[src/rtl/dco_ramp_ctrl.sv]
// DCO tuning-word sequencer: slews speed_var toward a commanded target in
// bounded steps at a programmable interval, then holds for a settle period.
module dco_ramp_ctrl #(
  parameter int unsigned          bit_count     = 24,
  parameter int unsigned          div_width     = 16,
  parameter int unsigned          settle_cycles = 8,
  parameter logic [bit_count-1:0] reset_word    = '0
) (
  input  logic                 sys_clk,
  input  logic                 ext_rst_n,
  input  logic                 cmd_valid,
  output logic                 cmd_ready,
  input  logic [bit_count-1:0] cmd_target,
  input  logic [bit_count-1:0] cmd_step,
  input  logic [div_width-1:0] tick_div,
  input  logic                 abort,
  output logic [bit_count-1:0] speed_var,
  output logic                 ramping,
  output logic                 settled,
  output logic                 done
);

  localparam int unsigned SW = (settle_cycles > 1) ? $clog2(settle_cycles) : 1;
  localparam logic [SW-1:0] SETTLE_LOAD = SW'(settle_cycles - 1);
  localparam logic [bit_count-1:0] ONE = {{(bit_count-1){1'b0}}, 1'b1};

  typedef enum logic [1:0] {IDLE, RAMP, SETTLE} state_t;

  typedef struct packed {
    logic [bit_count-1:0] target;
    logic [bit_count-1:0] step;
    logic [div_width-1:0] div;
  } cmd_t;

  state_t               state_q, state_d;
  cmd_t                 cmd_q, cmd_d;
  logic [bit_count-1:0] spd_q, spd_d;
  logic [div_width-1:0] tick_q, tick_d;
  logic [SW-1:0]        settle_q, settle_d;
  logic                 settled_q, settled_d;
  logic                 done_q, done_d;
  logic [bit_count-1:0] diff;

  always_ff @(posedge sys_clk or negedge ext_rst_n) begin
    if (!ext_rst_n) begin
      state_q   <= IDLE;
      cmd_q     <= '{target: reset_word, step: '0, div: '0};
      spd_q     <= reset_word;
      tick_q    <= '0;
      settle_q  <= '0;
      settled_q <= 1'b1;
      done_q    <= 1'b0;
    end else begin
      state_q   <= state_d;
      cmd_q     <= cmd_d;
      spd_q     <= spd_d;
      tick_q    <= tick_d;
      settle_q  <= settle_d;
      settled_q <= settled_d;
      done_q    <= done_d;
    end
  end

  // Larger-minus-smaller keeps the distance unsigned and wrap-free, so a step
  // is only applied when it cannot overshoot the target.
  assign diff = (cmd_q.target >= spd_q) ? (cmd_q.target - spd_q)
                                        : (spd_q - cmd_q.target);

  always_comb begin
    state_d   = state_q;
    cmd_d     = cmd_q;
    spd_d     = spd_q;
    tick_d    = tick_q;
    settle_d  = settle_q;
    settled_d = settled_q;
    done_d    = 1'b0;
    case (state_q)
      IDLE: begin
        if (cmd_valid) begin
          cmd_d.target = cmd_target;
          cmd_d.step   = (cmd_step == '0) ? ONE : cmd_step;
          cmd_d.div    = tick_div;
          tick_d       = tick_div;
          settled_d    = 1'b0;
          state_d      = RAMP;
        end
      end
      RAMP: begin
        if (abort) begin
          state_d = IDLE;
        end else if (tick_q != '0) begin
          tick_d = tick_q - 1'b1;
        end else begin
          tick_d = cmd_q.div;
          if (diff <= cmd_q.step) begin
            spd_d    = cmd_q.target;
            settle_d = SETTLE_LOAD;
            state_d  = SETTLE;
          end else if (cmd_q.target > spd_q) begin
            spd_d = spd_q + cmd_q.step;
          end else begin
            spd_d = spd_q - cmd_q.step;
          end
        end
      end
      SETTLE: begin
        if (abort) begin
          state_d = IDLE;
        end else if (settle_q == '0) begin
          state_d   = IDLE;
          settled_d = 1'b1;
          done_d    = 1'b1;
        end else begin
          settle_d = settle_q - 1'b1;
        end
      end
      default: state_d = IDLE;
    endcase
  end

  assign cmd_ready = (state_q == IDLE);
  assign ramping   = (state_q == RAMP);
  assign speed_var = spd_q;
  assign settled   = settled_q;
  assign done      = done_q;

endmodule

[config.mk]
export PLATFORM = sky130hd
export DESIGN_NAME = dco_ramp_ctrl
export DESIGN_NICKNAME = d
export VERILOG_FILES = /design/src/rtl/dco_ramp_ctrl.sv
export SDC_FILE = /design/constraint.sdc
export NUM_CORES = 1
export LEC_CHECK = 0
export ABC_AREA = 1
export CORE_ASPECT_RATIO = 1.25
export CORE_UTILIZATION = 40
export CTS_CLUSTER_DIAMETER = 120
export DETAILED_ROUTE_END_ITERATION = 10
export PLACE_DENSITY = 0.7
export SETUP_SLACK_MARGIN = 0.02
export SYNTH_ARGS = -nofsm -noshare
export SYNTH_HDL_FRONTEND = slang
export SYNTH_SLANG_ARGS = --single-unit
[constraint.sdc]
create_clock -name sys_clk -period 4.9 [get_ports sys_clk]
set_clock_uncertainty 0.15 [all_clocks]
set_input_delay 0.49 -clock sys_clk [delete_from_list [all_inputs] [get_ports sys_clk]]
set_output_delay 0.49 -clock sys_clk [all_outputs]
set_load 0.005 [all_outputs]
After elaboration in Yosys (flattened, before gate mapping)
Index checks and enable logic that the tools add are counted.
{"block": "totals", "regBits": 111, "inputBits": 68, "out_inout_bits": 28, "word_cells": 73}
{"block": "op_classes", "n_addsub": 6, "n_lt_le_gt_ge": 3, "n_eq_ne": 12, "muxes": 28, "n_bitwise": 2, "reduce_logical": 13}
{"cell": "two-way mux 24 bit", "n": 4}
{"cell": "subtractor 24 bit", "n": 3}
{"cell": "two-way mux 16 bit", "n": 3}
{"cell": "one-hot mux 16 bit (2 select lines)", "n": 1}
{"cell": "adder 24 bit", "n": 1}
{"cell": ">= comparator 24 bit", "n": 1}
{"cell": "greater-than comparator 24 bit", "n": 1}
{"cell": "<= comparator 24 bit", "n": 1}
{"cell": "logical NOT 24 bit", "n": 1}
{"cell": "nonzero test 16 bit", "n": 1}
{"cell": "subtractor 16 x 1 -> 16 bit (second input constant)", "n": 1}
{"cell": "two-way mux 3 bit", "n": 5}
{"cell": "two-way mux 2 bit", "n": 6}
{"cell": "!= test 2 bit (second input constant)", "n": 6}
{"cell": "AND reduction 4 bit", "n": 2}
{"cell": "two-way mux 1 bit", "n": 6}
{"cell": "!= test 3 bit (second input constant)", "n": 2}
{"cell": "one-hot mux 2 bit (3 select lines)", "n": 1}
{"cell": "one-hot mux 3 bit (2 select lines)", "n": 1}
{"cell": "AND reduction 3 bit", "n": 2}
{"cell": "AND reduction 6 bit", "n": 1}
{"cell": "nonzero test 2 bit", "n": 3}
{"cell": "logical NOT 3 bit", "n": 1}
{"cell": "!= test 3 x 2 -> 1 bit (second input constant)", "n": 1}
{"cell": "other kinds (8)", "n": 9}

Longest topological paths before layout
{"block": "logic_depth", "ltp_word": 7, "ltp_mapped": 31, "mapped_depth_nobuf": 29}

Least setup slack after synthesis
No wires, ideal clock.
{"block": "synth_timing", "kind": "flip-flop to flip-flop", "startpoint": "register spd_q[1], in the netlist speed_var[1]", "endpoint": "register spd_q[4], in the netlist speed_var[4]", "setup_time_ns": 0.123, "arrival_ns": 3.453, "required_ns": 4.627, "setup_slack_ns": 1.174, "stages_incl_launch_ff": 27, "n_path_buf": 2, "synth_period_minus_slack_ns": 3.726, "path_cell_list": "dfrtp_1 > inv_1 > fa_1 > nand2_1 > nand2_1 > nand2_1 > nand2_1 > nand2_4 > nand4_4 > inv_4 > buf_6 > nand2_1 > nand2_1 > nand2_1 > nand2_1 > inv_1 > ha_1 > nand2_1 > nor2_1 > nand2_1 > nor2_1 > nand3_1 > nand2_1 > clkbuf_1 > a21oi_1 > o21ai_0 > nand2_1"}
{"block": "synth_between", "elab_chain_cells": 4, "word_cells_on_any_way": 10, "classes_between": "add/sub: 4; order compare: 3; mux: 3"}
{"element": "start: declaration", "line_no": "37", "rtl": "logic [bit_count-1:0] spd_q, spd_d;"}
{"element": "start signal: assignment", "line_no": "48", "rtl": "spd_q <= reset_word;"}
{"element": "start signal: assignment", "line_no": "56", "rtl": "spd_q <= spd_d;"}
{"element": "subtractor 24 bit, or another cell as far along", "line_no": "67", "rtl": ": (spd_q - cmd_q.target);"}
{"element": "two-way mux 24 bit", "line_no": "66", "rtl": "assign diff = (cmd_q.target >= spd_q) ? (cmd_q.target - spd_q)"}
{"element": "<= comparator 24 bit", "line_no": "95", "rtl": "if (diff <= cmd_q.step) begin"}
{"element": "two-way mux 24 bit (*)", "line_no": "95"}
Every way passes the cells marked *; elsewhere a longest branch is shown, timed or not.
A chain may end at the register's enable or synchronous reset.

Final worst setup path
{"block": "layout_timing", "startpoint": "register spd_q[6], in the netlist speed_var[6]", "endpoint": "register settle_q[2]"}
{"block": "layout_between", "elab_chain_cells": 5, "word_cells_on_any_way": 7, "classes_between": "add/sub: 2; order compare: 2; eq/ne: 1; mux: 1; reduce/logical: 1"}
{"element": "subtractor 24 bit, or another cell as far along", "line_no": "67"}
{"element": "two-way mux 24 bit (*)", "line_no": "66"}
{"element": "<= comparator 24 bit (*)", "line_no": "95"}
{"element": "!= test 2 x 1 -> 1 bit (no source line) (*)"}
{"element": "AND reduction 6 bit (no source line) (*)"}
{"element": "end signal: assignment", "line_no": "58", "rtl": "settle_q <= settle_d;"}
{"element": "end: declaration", "line_no": "39", "rtl": "logic [SW-1:0] settle_q, settle_d;"}
Marks and branches as above.

==> metrics.md <==
| Metric | Value |
|---|---|
| Status | `finished, final reports clean` |
| FF-to-FF path depth | `23` |
| Port-buffer cells | `95` |
| Initial antenna violation count | `0` |
| Fill cell count | `2702` |
| Cell area after layout | `12400 sq um` |
| CP startpoint kind | `flop` |
| RSZ-0062 raised after global routing | `false` |
| Logic pwr share | `0.736` |
| Max-cap violations | `0` |
| Synth area leader | `dfrtp_1` |
| Crit Path Category | `flop to flop` |
| Core area | `26200 sq um` |
| YS warnings | `0` |
| Routed wire length | `36400 um` |
| RR Startpoint | `speed_var[6]` |
| Crit Path Max Fanout | `5` |
| Final worst-path setup slack | `0.307 ns` |
| Worst R2R Setup Slack | `0.31 ns` |
| CTS tree | `done` |
| VDD IR-drop max | `0.499 mV` |
| Critical path arrival | `4.70 ns` |
| Synth area leaders | `dfrtp_1, nand2_1, ha_1` |
| Synthesized flop and latch total | `111` |
| Slew Limit Headroom | `0.371` |
| Die Wd | `148 um` |
| Max Slew Vio Count | `0` |
| Commonest cells after routing, fill and taps aside | `nand2_1, inv_1, a21oi_1` |
| Pwr dens | `713 nW/um^2` |
| Share of the synthesized area in the top cell type | `0.257` |
| Vias in the first global route | `10812` |
| Final period util | `0.937` |
| Chip height | `185 um` |
| Final nets | `1889` |
| ANT cells | `0` |
| Initial drt markers | `687` |
| Endpoint class of the critical path | `flop` |
| GPL Wtd Cong | `1.07` |
| Routed len/inst | `17.6 um` |
| CTS Buffer Depth | `2` |
| Pleak | `6.39 nW` |
| Die ar. | `27400 sq um` |
| First-pass DRT Iterations | `5` |
| Final number of setup-violating endpoints | `0` |
| Cell Area, Placed | `12100 sq um` |
| Row count | `66` |
| Syn_nets | `1797` |
| Layout Cells excl Fill | `2064` |
| DRC errors left | `0` |
| Slew @ Worst Pin | `0.941 ns` |
| Commonest non-fill, non-tap cell in the layout | `nand2_1` |
| Count of cell types in the netlist | `47` |
| Final hold vios | `0` |
| Final total power | `8.82 mW` |
| Fin util | `0.473` |
| Register area share after synthesis | `0.259` |
| Initial core utilization | `0.409` |
| Pre-CTS setup slack | `0.253 ns` |
| Total internal power | `3.81 mW` |
| HPWL after DPL | `29900 um` |
| Hold Path Class | `primary input to async pin` |
| NetSw | `5.01 mW` |
| Setup TNS | `0 ns` |
| Switching portion of total power | `0.568` |
| Fmax | `218 MHz` |
| Post-route ant nets | `0` |
| Seq. cell area | `2780 sq um` |
| Synthesized area | `10700 sq um` |
| DR vias/cell | `5.34` |
| Postcts setup bufs | `0` |
| Share of cells above drive strength 1 | `0.0528` |
| Grt ovf | `0` |
| Cell count after placement | `2048` |
| Clock-pin slew on the worst setup and hold paths | `0.08 ns` |
| H-tree Lvls | `3` |
| CTS Buf Count | `9` |
| CP required | `5.01 ns` |
| Clock Sinks | `111` |
| Area grow syn2layout | `15.5%` |
| Fin crit period | `4.59 ns` |
| Area of the multi-input gates | `6890 sq um` |
| Ports | `96` |
| Worst-skew pair later-pin latency | `0.38 ns` |
| Largest net degree at the start of global routing | `77` |
| WHS | `0.0859 ns` |
| Clock share of power | `0.087` |
| Root Buffer | `clkbuf_16` |
| Sequential share of power | `0.177` |
| Synth Instances | `1627` |
| End of the worst register-to-register path | `settle_q[2]` |
| First-pass GRT wire length | `57000 um` |
| Syn Area/Cell | `6.59 sq um` |
| Total GRT Usage | `0.271` |
| Via count | `11018` |
## layout make-up
cell class              count  share of cell area
multi-input cells        1250               0.557
flip-flops and latches    111               0.225
repair buffers            117              0.0900
inverters                 230              0.0703
well taps                 340              0.0344
clock buffers              10              0.0193
clock inverters             6             0.00415
## critical path, stage by stage, from the launching register on
cell	delay [ns]
dfrtp_1	0.45
inv_1	0.07
ha_1	0.45
nand2_1	0.25
nor2_1	0.38
nand4_1	0.22
nor2_1	0.17
nand2_1	0.08
nand3_1	0.18
xor2_1	0.19
nand2_1	0.07
nand2_1	0.13
inv_1	0.06
ha_1	0.29
a21oi_1	0.14
o21ai_0	0.11
a21oi_1	0.20
nand3_1	0.11
nand2_1	0.17
nand2_1	0.13
nand2_1	0.18
nand2_1	0.15
nand2_1	0.09
nand2_1	0.05
## cells in the mapped netlist (all sizes together)
| cell type | count |
|---|---|
| o22a | 1 |
| and2 | 3 |
| dfstp | 1 |
| nand2 | 480 |
| nor4 | 5 |
| dfrtp | 110 |
| nand3 | 78 |
| nor2 | 147 |
| ha | 99 |
| xor2 | 52 |
| o21bai | 7 |
| o21ai | 137 |
| a22oi | 8 |
| a211oi | 3 |
| xnor2 | 16 |
| o211ai | 10 |
| a21o | 6 |
| o21a | 3 |
| a31oi | 4 |
| a21oi | 138 |
| nor3 | 18 |
| buf | 14 |
| nand4 | 23 |
| nor3b | 1 |
| a21boi | 1 |
| fa | 3 |
| inv | 230 |
| or2 | 3 |
| clkbuf | 22 |
| nand3b | 3 |
| o311ai | 1 |
## cells by family (layout without fill, tap and decap cells)
kind of cell             after synthesis  count (layout)  share of synthesized area
XOR/XNOR                              68              68                     0.0556
flip-flops                           111             111                      0.259
buffers and inverters                266             363                     0.0975
AND/OR/NAND/NOR                      761             761                      0.306
adder cells (fa/ha/maj)              102             102                      0.121
AO/OA/AOI/OAI                        319             319                      0.160
## what timing repair did
item                                    in CTS  in global routing
endpoints found under the setup margin       0                 12
gates resized for setup                      0                  2
hold buffers                                 0                  0
## power by group through the flow
stage                     clock network (mW)  logic (mW)  registers (mW)
final                                  0.763        6.49            1.56
after global routing                   0.808        7.27            1.61
after CTS                              0.773        6.40            1.56
after detailed placement                   0        6.37            1.57
after global placement                     0        6.35            1.57
after floorplan                            0        4.69            1.48
## state kept, by name (all words and copies together) (netlist names)
name,cells
settle_q,3
done,1
settled,1
speed_var,24
state_q,2
tick_q,16
cmd_q,64
## worst max-delay path by stage
stage | to | start | slack [ns]
2_1_floorplan | speed_var[4] | speed_var[1] | 1.17
6_report | settle_q[2] | speed_var[6] | 0.31
5_1_grt | speed_var[18] | cmd_q[40] | 0.02
4_1_cts | speed_var[19] | cmd_q[40] | 0.22
3_3_place_gp | speed_var[22] | cmd_q[40] | 0.30
3_5_place_dp | speed_var[19] | cmd_q[40] | 0.25
## routing by layer
metal	up-vias	wire length, um	GRT usage
met4	0	1730	0.135
met2	352	17800	0.480
met1	5143	15400	0.327
met5	-	0	0
met3	92	1500	0.0273
li1	5431	-	-
No activity file was read; power rests on OpenSTA's default activity.
